<file path="src/rtl/pipeline_stall_ctrl_if.sv">
// Bus bundle between the LC-3b pipeline datapath/memories and the stall controller.
interface pipeline_stall_ctrl_if;
  localparam int unsigned WORD_W = 16;
  localparam int unsigned CNT_W  = 32;

  logic              imem_resp;
  logic [WORD_W-1:0] imem_rdata;
  logic              imem_read;
  logic [WORD_W-1:0] fetch_instr;
  logic              mem_read_req;
  logic              mem_write_req;
  logic              dmem_resp;
  logic [WORD_W-1:0] dmem_rdata;
  logic              dmem_read;
  logic              dmem_write;
  logic [WORD_W-1:0] mem_rdata;
  logic              load_use;
  logic              branch_taken;
  logic              load_pc;
  logic              load_ifid;
  logic              load_idex;
  logic              load_exmem;
  logic              load_memwb;
  logic              pcmux_redirect;
  logic              flush_ifid;
  logic              flush_idex;
  logic              flush_exmem;
  logic [CNT_W-1:0]  stall_cycles;

  // Controller side: consumes memory/hazard status, drives strobes.
  modport master (
    input  imem_resp, imem_rdata, mem_read_req, mem_write_req,
           dmem_resp, dmem_rdata, load_use, branch_taken,
    output imem_read, fetch_instr, dmem_read, dmem_write, mem_rdata,
           load_pc, load_ifid, load_idex, load_exmem, load_memwb,
           pcmux_redirect, flush_ifid, flush_idex, flush_exmem, stall_cycles
  );

  // Pipeline/memory side.
  modport slave (
    output imem_resp, imem_rdata, mem_read_req, mem_write_req,
           dmem_resp, dmem_rdata, load_use, branch_taken,
    input  imem_read, fetch_instr, dmem_read, dmem_write, mem_rdata,
           load_pc, load_ifid, load_idex, load_exmem, load_memwb,
           pcmux_redirect, flush_ifid, flush_idex, flush_exmem, stall_cycles
  );
endinterface

</file>
<file path="src/rtl/pipeline_stall_ctrl.sv">
// Central stall/flush sequencer for the five-stage LC-3b pipeline.
// Optional stall performance counter enabled by defining PIPE_STALL_PERF_EN.
module pipeline_stall_ctrl (
  input  logic                  clk,
  input  logic                  reset,
  pipeline_stall_ctrl_if.master bus
);
  localparam int unsigned WORD_W = 16;
  localparam int unsigned CNT_W  = 32;

  typedef enum logic {ST_RUN = 1'b0, ST_WAIT = 1'b1} state_t;

  state_t              r_state;
  state_t              w_state_nxt;
  logic                r_i_done;
  logic [WORD_W-1:0]   r_i_hold;
  logic                r_d_done;
  logic [WORD_W-1:0]   r_d_hold;

  logic                w_i_ready;
  logic                w_d_need;
  logic                w_d_ready;
  logic                w_advance;
  logic                w_bubble;
  logic                w_redirect;
  logic [WORD_W-1:0]   w_fetch;

  assign w_i_ready  = r_i_done | bus.imem_resp;
  assign w_d_need   = bus.mem_read_req | bus.mem_write_req;
  assign w_d_ready  = ~w_d_need | r_d_done | bus.dmem_resp;
  assign w_advance  = w_i_ready & w_d_ready & ~reset;
  assign w_redirect = w_advance & bus.branch_taken;
  assign w_bubble   = w_advance & bus.load_use & ~bus.branch_taken;
  assign w_fetch    = r_i_done ? r_i_hold : bus.imem_rdata;

  assign bus.imem_read   = ~reset & ~r_i_done;
  assign bus.dmem_read   = ~reset & bus.mem_read_req & ~r_d_done;
  assign bus.dmem_write  = ~reset & bus.mem_write_req & ~r_d_done;
  assign bus.fetch_instr = w_fetch;
  assign bus.mem_rdata   = r_d_done ? r_d_hold : bus.dmem_rdata;

  // FSM state register.
  always_ff @(posedge clk) begin
    if (reset) r_state <= ST_RUN;
    else       r_state <= w_state_nxt;
  end

  // FSM next state: wait whenever either memory holds the pipeline.
  always_comb begin
    w_state_nxt = r_state;
    case (r_state)
      ST_RUN:  if (!w_advance) w_state_nxt = ST_WAIT;
      ST_WAIT: if (w_advance)  w_state_nxt = ST_RUN;
      default: w_state_nxt = ST_RUN;
    endcase
  end

  // Latch enables, redirect and flush strobes.
  always_comb begin
    bus.load_pc        = 1'b0;
    bus.load_ifid      = 1'b0;
    bus.load_idex      = 1'b0;
    bus.load_exmem     = 1'b0;
    bus.load_memwb     = 1'b0;
    bus.pcmux_redirect = 1'b0;
    bus.flush_ifid     = 1'b0;
    bus.flush_idex     = 1'b0;
    bus.flush_exmem    = 1'b0;
    if (w_advance) begin
      bus.load_pc    = ~w_bubble;
      bus.load_ifid  = ~w_bubble;
      bus.load_idex  = 1'b1;
      bus.load_exmem = 1'b1;
      bus.load_memwb = 1'b1;
      if (w_redirect) begin
        bus.pcmux_redirect = 1'b1;
        bus.flush_ifid     = 1'b1;
        bus.flush_idex     = 1'b1;
        bus.flush_exmem    = 1'b1;
      end else if (w_bubble) begin
        bus.flush_idex = 1'b1;
      end
    end
  end

  // Response buffering; a bubble keeps the current fetch so it re-issues without refetch.
  always_ff @(posedge clk) begin
    if (reset) begin
      r_i_done <= 1'b0;
      r_i_hold <= '0;
      r_d_done <= 1'b0;
      r_d_hold <= '0;
    end else if (w_bubble) begin
      r_i_done <= 1'b1;
      r_i_hold <= w_fetch;
      r_d_done <= 1'b0;
    end else if (w_advance) begin
      r_i_done <= 1'b0;
      r_d_done <= 1'b0;
    end else begin
      if (bus.imem_resp && !r_i_done) begin
        r_i_done <= 1'b1;
        r_i_hold <= bus.imem_rdata;
      end
      if (bus.dmem_resp && w_d_need && !r_d_done) begin
        r_d_done <= 1'b1;
        r_d_hold <= bus.dmem_rdata;
      end
    end
  end

`ifdef PIPE_STALL_PERF_EN
  logic [CNT_W-1:0] r_stall_cycles;

  // Count held cycles and load-use bubbles; wraps naturally.
  always_ff @(posedge clk) begin
    if (reset)                      r_stall_cycles <= '0;
    else if (!w_advance || w_bubble) r_stall_cycles <= r_stall_cycles + CNT_W'(1);
  end

  assign bus.stall_cycles = r_stall_cycles;
`else
  assign bus.stall_cycles = CNT_W'(0);
`endif

endmodule

</file>
<file path="src/flat_wrapper.sv">
// flat-port wrapper written by rule: the top's interface ports become plain ports
module pipeline_stall_ctrl_flat 
  (clk, reset, bus_imem_resp, bus_imem_rdata, bus_mem_read_req, bus_mem_write_req, bus_dmem_resp, bus_dmem_rdata, bus_load_use, bus_branch_taken, bus_imem_read, bus_fetch_instr, bus_dmem_read, bus_dmem_write, bus_mem_rdata, bus_load_pc, bus_load_ifid, bus_load_idex, bus_load_exmem, bus_load_memwb, bus_pcmux_redirect, bus_flush_ifid, bus_flush_idex, bus_flush_exmem, bus_stall_cycles);
  pipeline_stall_ctrl_if bus_i ();
  input  logic clk;
  input  logic reset;
  input wire logic [$bits(bus_i.imem_resp)-1:0] bus_imem_resp;
  input wire logic [$bits(bus_i.imem_rdata)-1:0] bus_imem_rdata;
  input wire logic [$bits(bus_i.mem_read_req)-1:0] bus_mem_read_req;
  input wire logic [$bits(bus_i.mem_write_req)-1:0] bus_mem_write_req;
  input wire logic [$bits(bus_i.dmem_resp)-1:0] bus_dmem_resp;
  input wire logic [$bits(bus_i.dmem_rdata)-1:0] bus_dmem_rdata;
  input wire logic [$bits(bus_i.load_use)-1:0] bus_load_use;
  input wire logic [$bits(bus_i.branch_taken)-1:0] bus_branch_taken;
  output wire logic [$bits(bus_i.imem_read)-1:0] bus_imem_read;
  output wire logic [$bits(bus_i.fetch_instr)-1:0] bus_fetch_instr;
  output wire logic [$bits(bus_i.dmem_read)-1:0] bus_dmem_read;
  output wire logic [$bits(bus_i.dmem_write)-1:0] bus_dmem_write;
  output wire logic [$bits(bus_i.mem_rdata)-1:0] bus_mem_rdata;
  output wire logic [$bits(bus_i.load_pc)-1:0] bus_load_pc;
  output wire logic [$bits(bus_i.load_ifid)-1:0] bus_load_ifid;
  output wire logic [$bits(bus_i.load_idex)-1:0] bus_load_idex;
  output wire logic [$bits(bus_i.load_exmem)-1:0] bus_load_exmem;
  output wire logic [$bits(bus_i.load_memwb)-1:0] bus_load_memwb;
  output wire logic [$bits(bus_i.pcmux_redirect)-1:0] bus_pcmux_redirect;
  output wire logic [$bits(bus_i.flush_ifid)-1:0] bus_flush_ifid;
  output wire logic [$bits(bus_i.flush_idex)-1:0] bus_flush_idex;
  output wire logic [$bits(bus_i.flush_exmem)-1:0] bus_flush_exmem;
  output wire logic [$bits(bus_i.stall_cycles)-1:0] bus_stall_cycles;
  assign bus_i.imem_resp = bus_imem_resp;
  assign bus_i.imem_rdata = bus_imem_rdata;
  assign bus_i.mem_read_req = bus_mem_read_req;
  assign bus_i.mem_write_req = bus_mem_write_req;
  assign bus_i.dmem_resp = bus_dmem_resp;
  assign bus_i.dmem_rdata = bus_dmem_rdata;
  assign bus_i.load_use = bus_load_use;
  assign bus_i.branch_taken = bus_branch_taken;
  assign bus_imem_read = bus_i.imem_read;
  assign bus_fetch_instr = bus_i.fetch_instr;
  assign bus_dmem_read = bus_i.dmem_read;
  assign bus_dmem_write = bus_i.dmem_write;
  assign bus_mem_rdata = bus_i.mem_rdata;
  assign bus_load_pc = bus_i.load_pc;
  assign bus_load_ifid = bus_i.load_ifid;
  assign bus_load_idex = bus_i.load_idex;
  assign bus_load_exmem = bus_i.load_exmem;
  assign bus_load_memwb = bus_i.load_memwb;
  assign bus_pcmux_redirect = bus_i.pcmux_redirect;
  assign bus_flush_ifid = bus_i.flush_ifid;
  assign bus_flush_idex = bus_i.flush_idex;
  assign bus_flush_exmem = bus_i.flush_exmem;
  assign bus_stall_cycles = bus_i.stall_cycles;
  pipeline_stall_ctrl u_core (.clk(clk), .reset(reset), .bus(bus_i));
endmodule
</file>
<file path="config.mk">
export PLATFORM = sky130hd
export DESIGN_NAME = pipeline_stall_ctrl_flat
export DESIGN_NICKNAME = d
export VERILOG_FILES = /design/src/rtl/pipeline_stall_ctrl_if.sv /design/src/rtl/pipeline_stall_ctrl.sv /design/src/flat_wrapper.sv
export SDC_FILE = /design/constraint.sdc
export NUM_CORES = 1
export LEC_CHECK = 0
export BUFFER_PORTS_ARGS = -buffer_cell sky130_fd_sc_hd__buf_2
export CAP_MARGIN = 25
export CORE_MARGIN = 3
export CORE_UTILIZATION = 44
export CTS_CLUSTER_SIZE = 40
export DETAILED_ROUTE_END_ITERATION = 7
export GPL_TIMING_DRIVEN = 0
export PLACE_DENSITY = 0.79
export SYNTH_ARGS = -nofsm -noshare
export SYNTH_HDL_FRONTEND = slang
export SYNTH_SLANG_ARGS = --single-unit
</file>
<file path="constraint.sdc">
create_clock -name clk -period 1.4 [get_ports clk]
set_input_delay 0.07 -clock clk [delete_from_list [all_inputs] [get_ports clk]]
set_output_delay 0.07 -clock clk [all_outputs]
set_load 0.03 [all_outputs]
</file>
# Yosys cells after proc, flatten, opt, wreduce, memory -nomap -nowiden
# Index checks and enable logic that the tools add are counted.
# totals
regBits	34
latchBits	0
mem_bits_rw	0
mem_bits_ro	0
inputBits	40
out_inout_bits	76
elab_cells	51
mem_count	0
# classes
add_sub_neg	0
mul	0
n_div	0
n_lt_le_gt_ge	0
eq_ne	1
n_shift	0
n_mux	15
n_bitwise	21
n_reduce_logical	10
# op_table
op	count
$mux W16	5
$and A1 B1 Y1	10
$mux W1	10
$not A1 Y1	7
$or A1 B1 Y1	4
$logic_and A1 B1 Y1	3
$reduce_and A3 Y1	1
$reduce_bool A3 Y1	1
$reduce_or A3 Y1	1
$logic_not A1 Y1	2
$ne A2 B2 Y1 const B	1
$reduce_and A2 Y1	1
$reduce_bool A2 Y1	1

# Longest topological paths before layout
# Gate-level depths: netlist of run 1.
# depth
word_depth	11
depth_mapped	6
mapped_depth_nobuf	4

# Least setup slack after synthesis of run 1
# Ideal clock, no wire load.
# synth_path
path_kind	flip-flop to output port
startpoint	register u_core.r_d_done
endpoint	output bus_flush_ifid
t_arrival_ps	1923
required_time_ps	1330
slack_ps	-593
stages_incl_launch_ff	6
path_buffers	2
cell_sequence	dfxtp_1 -> buf_4 -> nor3_1 -> nor3_2 -> and2_1 -> buf_4
# synth_between
elab_chain_len	7
# synth_lines
item	line_no	source
start: declaration	pipeline_stall_ctrl.sv:17	logic r_d_done;
start signal: assignment	pipeline_stall_ctrl.sv:91	r_d_done <= 1'b0;
start signal: assignment	pipeline_stall_ctrl.sv:96	r_d_done <= 1'b0;
start signal: assignment	pipeline_stall_ctrl.sv:99	r_d_done <= 1'b0;
$or A1 B1 Y1 * (2 in a row)	pipeline_stall_ctrl.sv:30	assign w_d_ready = ~w_d_need | r_d_done | bus.dmem_resp;
$and A1 B1 Y1 * (2 in a row)	pipeline_stall_ctrl.sv:31	assign w_advance = w_i_ready & w_d_ready & ~reset;
$and A1 B1 Y1	pipeline_stall_ctrl.sv:32	assign w_redirect = w_advance & bus.branch_taken;
$mux W1	--	
$mux W1 *	--	
end: declaration	flat_wrapper.sv:26	output wire logic [$bits(bus_i.flush_ifid)-1:0] bus_flush_ifid;
# Mark *: on every way between the ends. The rest lies on a longest branch, timed or not.

# Final worst setup path of run 1
# layout_path
startpoint	register u_core.r_d_done
endpoint	output bus_flush_idex
# layout_between
elab_chain_len	9
word_cells_on_any_way	10
classes_between	mux (3); bitwise (7)
# layout_lines
item	line_no	source
$or A1 B1 Y1 * (2 in a row)	pipeline_stall_ctrl.sv:30	
$and A1 B1 Y1 * (2 in a row)	pipeline_stall_ctrl.sv:31	
$and A1 B1 Y1 (2 in a row)	pipeline_stall_ctrl.sv:33	assign w_bubble = w_advance & bus.load_use & ~bus.branch_taken;
$mux W1	pipeline_stall_ctrl.sv:80	end else if (w_bubble) begin
$mux W1	pipeline_stall_ctrl.sv:75	if (w_redirect) begin
$mux W1 *	pipeline_stall_ctrl.sv:69	if (w_advance) begin
end: declaration	flat_wrapper.sv:27	output wire logic [$bits(bus_i.flush_idex)-1:0] bus_flush_idex;
# Marks and branches as above.

==> results of run 1 <==
critical path, cell delays in order (launching register included):
cell and delay, ps:
dfxtp_4 380, buf_8 130, nor3_4 50, nor3_4 210, buf_4 150, o21a_1 140
buf_6 130
layout make-up:
| class | count | area, sq um | share of cell area [%] |
|---|---|---|---|
| multi-input combinational | 180 | 1325 | 38.51 |
| timing repair buffer | 98 | 837.1 | 24.33 |
| sequential | 34 | 688.2 | 20.00 |
| buffer | 52 | 441.7 | 12.84 |
| clock buffer | 8 | 80.08 | 2.327 |
| tap | 52 | 65.06 | 1.891 |
| inverter | 1 | 3.754 | 0.1091 |
worst paths after layout:
kind	to	slack, ps	startpoint
max	bus_flush_idex	-150	u_core.r_d_done
min	u_core.r_d_hold[13]	40	bus_dmem_rdata[13]
max reg2reg	u_core.r_d_hold[4]	-100	u_core.r_d_done
min reg2reg	u_core.r_d_hold[7]	460	u_core.r_d_hold[7]
sequential cells by signal (all words and copies together) (netlist names):
register / flops
u_core.r_i_done: 1
u_core.r_d_done: 1
u_core.r_i_hold: 16
u_core.r_d_hold: 16
cells by family after synthesis:
| family | after synthesis | share of synthesized area [%] |
|---|---|---|
| AND/OR/NAND/NOR | 63 | 15.43 |
| AO/OA/AOI/OAI | 53 | 14.51 |
| buffers and inverters | 53 | 18.75 |
| flip-flops | 34 | 33.44 |
| multiplexers | 32 | 17.70 |
| other | 1 | 0.1842 |
routing by layer:
layer  vias to the layer above  routed length, um  share of wire [%]  global-route usage (%)
met4                         0                 52               0.82                   6.237
met1                      1018               2459                 39                   23.98
li1                       1025                  -                  -                       -
met3                         7                465                7.3                   4.324
met5                         -                  0                  0                       0
met2                        93               3395                 53                   36.61
power groups by stage:
stage	clock network, W	registers [W]	logic, W
2_1_floorplan	0	0.00105	0.000670
3_3_place_gp	0	0.00106	0.000868
3_5_place_dp	0	0.00106	0.000878
4_1_cts	0.000692	0.00104	0.00108
5_1_grt	0.000736	0.00105	0.00125
6_report	0.000690	0.00104	0.00119
timing repair:
action                                 4_1_cts  5_1_grt
endpoints found under the hold margin        0        0
cloned                                       1        1
setup endpoints to repair                   62       73
buffers inserted                            12        1
pin swaps                                    6        5
gates resized for setup                    107       81
hold buffers                                 0        0
synth_stat cells (3+ instances only):
cell / number
nand3_1: 16
buf_4: 42
buf_6: 3
clkbuf_1: 4
mux2_2: 32
nor3_1: 3
o21ai_0: 14
dfxtp_1: 34
a21oi_1: 32
nand2_1: 32
per-stage QoR:
| step | util, % | hold WS [ps] |
|---|---|---|
| after floorplan | - | 142.7 |
| after global placement | 60.91 | 312.6 |
| after detailed placement | 60.91 | 314.3 |
| after CTS | 73.55 | 9.720 |
| after global routing | 77.95 | 35.01 |
| final | 77.95 | 35.40 |
cell usage in the layout (no fill, tap or decap), types with 3 or more instances in the layout:
cell type and instances:
buf_6 52, buf_4 46, buf_2 41, mux2_4 32, conb_1 32, dfxtp_1 32, nand2_1 27, a21oi_1 25
nand3_1 16, o21ai_1 10, a21oi_2 7, o21ai_2 6, nand2_2 5, clkbuf_1 5, clkbuf_8 5, buf_12 3
nor3_4 3
==> impl_results.md, run 1 <==
* Synth unique cells at 29
* DR iter-0 viols at 79
* Vias in the first global route at around 1.9k
* CP arrival at 1480 ps
* Min-Delay Path Depth at 3
* Critical path type: reg -> out
* CP max FO at 4
* P_int at 0.001911 W
* Tightest Hold Check Type: in -> reg
* DR pass1 iterations at 4
* Routed WL per cell at 15.00 um
* CTS Buf Count at 5
* Total Wirelength at around 6400 um
* Clock power frac at 23.6%
* Die Footprint at ~0.0055 sq mm
* Warning count from the yosys run at 0
* Critical path data required time at 1330 ps
* Sum of negative setup slack at -2591 ps
* Diode count at 0
* Initial antenna violation count at 0
* CTS tree: built
* Antenna-violating nets left at 0
* Post-synth top area share at 33.44%
* Clk pin slew, worst setup/hold paths at 70 ps
* Reg2Reg Depth at 6
* Slew Limit Headroom at 61.76%
* Largest net degree at the start of global routing at 11
* Final worst path period share at 110.9%
* RSZ-0062 raised after global routing: true
* Initial core utilization at 46.12%
* Cell area after synthesis at slightly above 0.002 sq mm
* Worst Setup End Kind: output pin
* Sw Pwr at between 0.001 and 0.0015 W
* Fin worst setup slack at -152.1 ps
* Failing checks: setup timing
* Area post-placement at 0.002689 sq mm
* CP startpoint kind: flop
* Seq pwr share at a little over a third
* Std-Cell Core Area at about 0.0044 sq mm
* Placement Setup Slack at -163.9 ps
* Max Transition Viols Final at 0
* Post-synthesis register bit count at 34
* Nets@finish at approximately 400
* Non-Filler Instances at 425
* DP Wirelength at slightly below 4000 um
* Synth area leaders: dfxtp_1 (33%), mux2_2 (18%), buf_4 (15%), a21oi_1 (7.9%), nand2_1 (5.9%)
* Sw frac at 34.60%
* Post-synthesis sequential area ratio at about a third
* Clk Latency, worst-skew pair at approximately 290 ps
* Vias per Instance at 5.042
* First-pass GRT wire length at 8742 um
* Clock Sink Count at 34
* Top_reg_cell synth: dfxtp_1
* I/O pin count at around 120
* Drt drc at 0
* Fmax at 644.3 MHz
* Max Cap Viol at 0
* Min Clock Period, post-route at 1552 ps
* Mean Syn Cell Area at roughly 8.6 sq um
* Cell row count at 24
* Worst VDD drop at between 0.6 and 0.7 mV
* Comb pwr share at 40.7%
* Final-layout fill cell count at 301
* GRT Util Overall at roughly a fifth
* Worst Clk Skew at 10.37 ps
* Number of synthesized flops with an enable pin at 0
* Vias at 2,143
* Grt total ovfl at 0
* Final Hold Fails at 0
* Port buffer count at a little over 80
* Outcome: finished with violations
* Dpl cells at 402
* Fin area at 0.003441 sq mm
* Pwr dens at 849.3 mW/mm^2
* Final GP Congestion at 0.7256
* P&R area growth vs syn at 69.02%
* Synth Instances at 236
* Total power at 0.002922 W
* Share of layout cells above drive strength 1 at 58.18%
* Worst-margin pin slew at 573.7 ps
* Post-synth top area cell: dfxtp_1
* Chip Width at 74.02 um
* Clk buf depth at 2
* Die Height at around 74 um
* CTS root buf: clkbuf_8
* Final-report setup violation count at 55
* Synth async-reset ratio at 0%
* Htree depth at 2
* Leak pwr at 1.614 nW
Note: power is estimated with default switching activity, not from simulation.
==> run 2: changes to the inputs <==
==> constraint.sdc (replaced) <==
create_clock -name clk -period 1.6 [get_ports clk]
set_input_delay 0.08 -clock clk [delete_from_list [all_inputs] [get_ports clk]]
set_output_delay 0.08 -clock clk [all_outputs]
set_load 0.03 [all_outputs]
==> run 2 against run 1 <==
The run now ends clean. Wire length down 18%. Core utilization down 12 points. Worst hold slack worse by 8.1 ps. Worst setup slack better by 200 ps. Count of clock-buffer cells in the layout down 3. Final area down 15%. Flip-flop and latch count unchanged. Critical path type unchanged.
==> impl_results.md, run 2 (synthesis results as in run 1) <==
* Max Cap Viol at 0 (unchanged)
* Max Transition Viols Final at 0 (unchanged)
* CTS Buf Count at 5 (unchanged)
* GRT Util Overall at 17.90% (-2.4 points)
* Slew Limit Headroom at 66.86% (+5.1 points)
* Vias at 1,998 (-6.8%)
* Worst VDD drop at 0.5428 mV (-13%)
* DR iter-0 viols at 69 (-13%)
* Min-Delay Path Depth at 2 (-1)
* Seq pwr share at 36.3% (+0.6 points)
* Final Hold Fails at 0 (unchanged)
* Instance count on the critical path at 6 (unchanged)
* Worst Setup End Kind: output pin
* Reg2reg start: u_core.r_d_done
* Final GP Congestion at 0.7443 (+2.6%)
* Share of layout cells above drive strength 1 at 52.30% (-5.9 points)
* Hold buffers post-CTS at 0 (unchanged)
* Port buffer count at 83 (unchanged)
* Final-report setup violation count at 0 (-100%)
* Sum of negative setup slack at 0 ps (+2591 ps)
* Reg2Reg Depth at 5 (-1)
* Reg2reg setup slack at 90 ps (+190 ps)
* Fin worst setup slack at 45.49 ps (+197.5 ps)
* Chip Width at 74.02 um (unchanged)
* CP arrival at 1470 ps (about the same)
* Clock Sink Count at 34 (unchanged)
* Fmax at 643.3 MHz
* I/O pin count at 116 (unchanged)
* Critical path type: reg -> out
* Final-layout fill cell count at 388 (+29%)
* CTS root buf: clkbuf_8
* Vias in the first global route at 1,660 (-15%)
* Pwr dens at 855.2 mW/mm^2 (+0.69%)
* Family with the most delay on the worst path: buffers and inverters
* CTS tree: built
* Initial antenna violation count at 0 (unchanged)
* Clock power frac at 31.3% (+7.7 points)
* Clk buf depth at 2 (unchanged)
* Sw Pwr at 0.0008406 W (-17%)
* P&R area growth vs syn at 43.82%
* Tightest Hold Check Type: in -> reg
* Worst Setup EP: bus_load_memwb
* DP Wirelength at 3754 um (-3.4%)
* Total power at 0.002504 W (-14%)
* Slowest cell on the critical path: dfxtp_4
* Comb pwr share at 32.4% (-8.3 points)
* Crit path largest cell delay at 370 ps (about the same)
* Fin area at 0.002928 sq mm (-15%)
* Routed WL per cell at 12.45 um (-17%)
* Final worst path period share at 97.16%
* Sw frac at 33.58% (-1.0 points)
* Largest net degree at the start of global routing at 12 (+1)
* Commonest non-fill, non-tap cell in the layout: buf_2
* Diode count at 0 (unchanged)
* Total Wirelength at 5240 um (-18%)
* Min-delay src: reset
* Leak pwr at 1.381 nW (-14%)
* Std-Cell Core Area at 0.004414 sq mm (unchanged)
* DR pass1 iterations at 4 (unchanged)
* Commonest cells after routing, fill and taps aside: buf_2 (78), buf_4 (53)
* Critical path data required time at 1520 ps (+190 ps)
* CP startpoint kind: flop
* Drt drc at 0 (unchanged)
* Cell row count at 24 (unchanged)
* P_int at 0.001663 W (-13%)
* Area post-placement at 0.002651 sq mm (-1.4%)
* Critical Path, Cell by Cell: buf_12 -> nor3_4 -> nor3_4 -> buf_4 -> buf_4 -> clkbuf_4
* Worst-margin pin slew at 493.3 ps (-80.34 ps)
* CP max FO at 5 (+1)
* Nets@finish at 408 (-0.97%)
* Htree depth at 2 (unchanged)
* Top flop regs: u_core.r_d_hold x16, u_core.r_i_hold x16
* Worst Setup SP: u_core.r_d_done
* Initial core utilization at 46.12% (unchanged)
* Vias per Instance at 4.746 (-5.9%)
* Clk pin slew, worst setup/hold paths at 70 ps (about the same)
* Die Height at 74.02 um (unchanged)
* CP bufs+invs at 4 (+1)
* Worst hold slack at 27.31 ps (-8.092 ps)
* Antenna-violating nets left at 0 (unchanged)
* Min Clock Period, post-route at 1555 ps
* Clk Latency, worst-skew pair at 290 ps (about the same)
* Placement Setup Slack at 86.29 ps (+250.1 ps)
* Grt total ovfl at 0 (unchanged)
* Worst Clk Skew at 5.466 ps (-4.904 ps)
* First-pass GRT wire length at 7665 um (-12%)
* Die Footprint at 0.005479 sq mm (unchanged)
* Outcome: finished, final reports clean
* Worst r2r dst: u_core.r_i_hold[10]
run 2: cell count changes in the layout (fill, tap and decap cells not counted), sizes merged:
cell	delta
buf	-5
bufinv	+1
clkbuf	-2
clkinv	+2
run 2: routing by layer:
layer	GRT usage, %	vias to the layer above	wire length (um)
li1	-	1013	-
met1	22.08	891	2005
met2	30.71	86	2737
met3	4.459	8	427
met4	5.433	0	68
met5	0	-	0
run 2: worst min path at each step:
stage	endpoint	slack [ps]
floorplan	u_core.r_d_done	160
finish	u_core.r_d_done	30
CTS	u_core.r_d_done	20
global route	u_core.r_d_hold[1]	30
detailed placement	u_core.r_d_done	330
global placement	u_core.r_d_done	320
run 2: metrics by stage:
| step | util [%] | instances |
|---|---|---|
| after floorplan | - | 267 |
| after global placement | 60.06 | 402 |
| after detailed placement | 60.06 | 402 |
| after CTS | 64.31 | 414 |
| after global routing | 66.33 | 421 |
| final | 66.33 | 421 |
run 2: area by class of cell:
type	count	area, sq um	area share (%)
Buffer	52	421.7	14.40
Clock buffer	5	68.82	2.350
Clock inverter	3	40.04	1.368
Inverter	1	3.754	0.1282
Multi-Input combinational cell	180	1120	38.25
Sequential cell	34	688.2	23.50
Tap cell	52	65.06	2.222
Timing Repair Buffer	94	520.5	17.78
run 2: worst register-to-register path: stages (launching register included):
cell,delay [ps]
dfxtp_4,370
buf_4,160
o31a_1,400
buf_4,210
o21ai_0,170
a21oi_1,90
run 2: repair_timing:
item	4_1_cts	5_1_grt
setup buffers	4	7
gates resized for setup	14	12
setup endpoints to repair	24	22
pin swaps	2	4
run 2: power by group through the flow:
stage | Combinational, W | Clock, W | Sequential, W
floorplan | 0.000577 | 0 | 0.000923
global placement | 0.000751 | 0 | 0.000927
detailed placement | 0.000757 | 0 | 0.000929
CTS | 0.000784 | 0.000797 | 0.000907
global route | 0.000867 | 0.000837 | 0.000913
finish | 0.000812 | 0.000784 | 0.000908
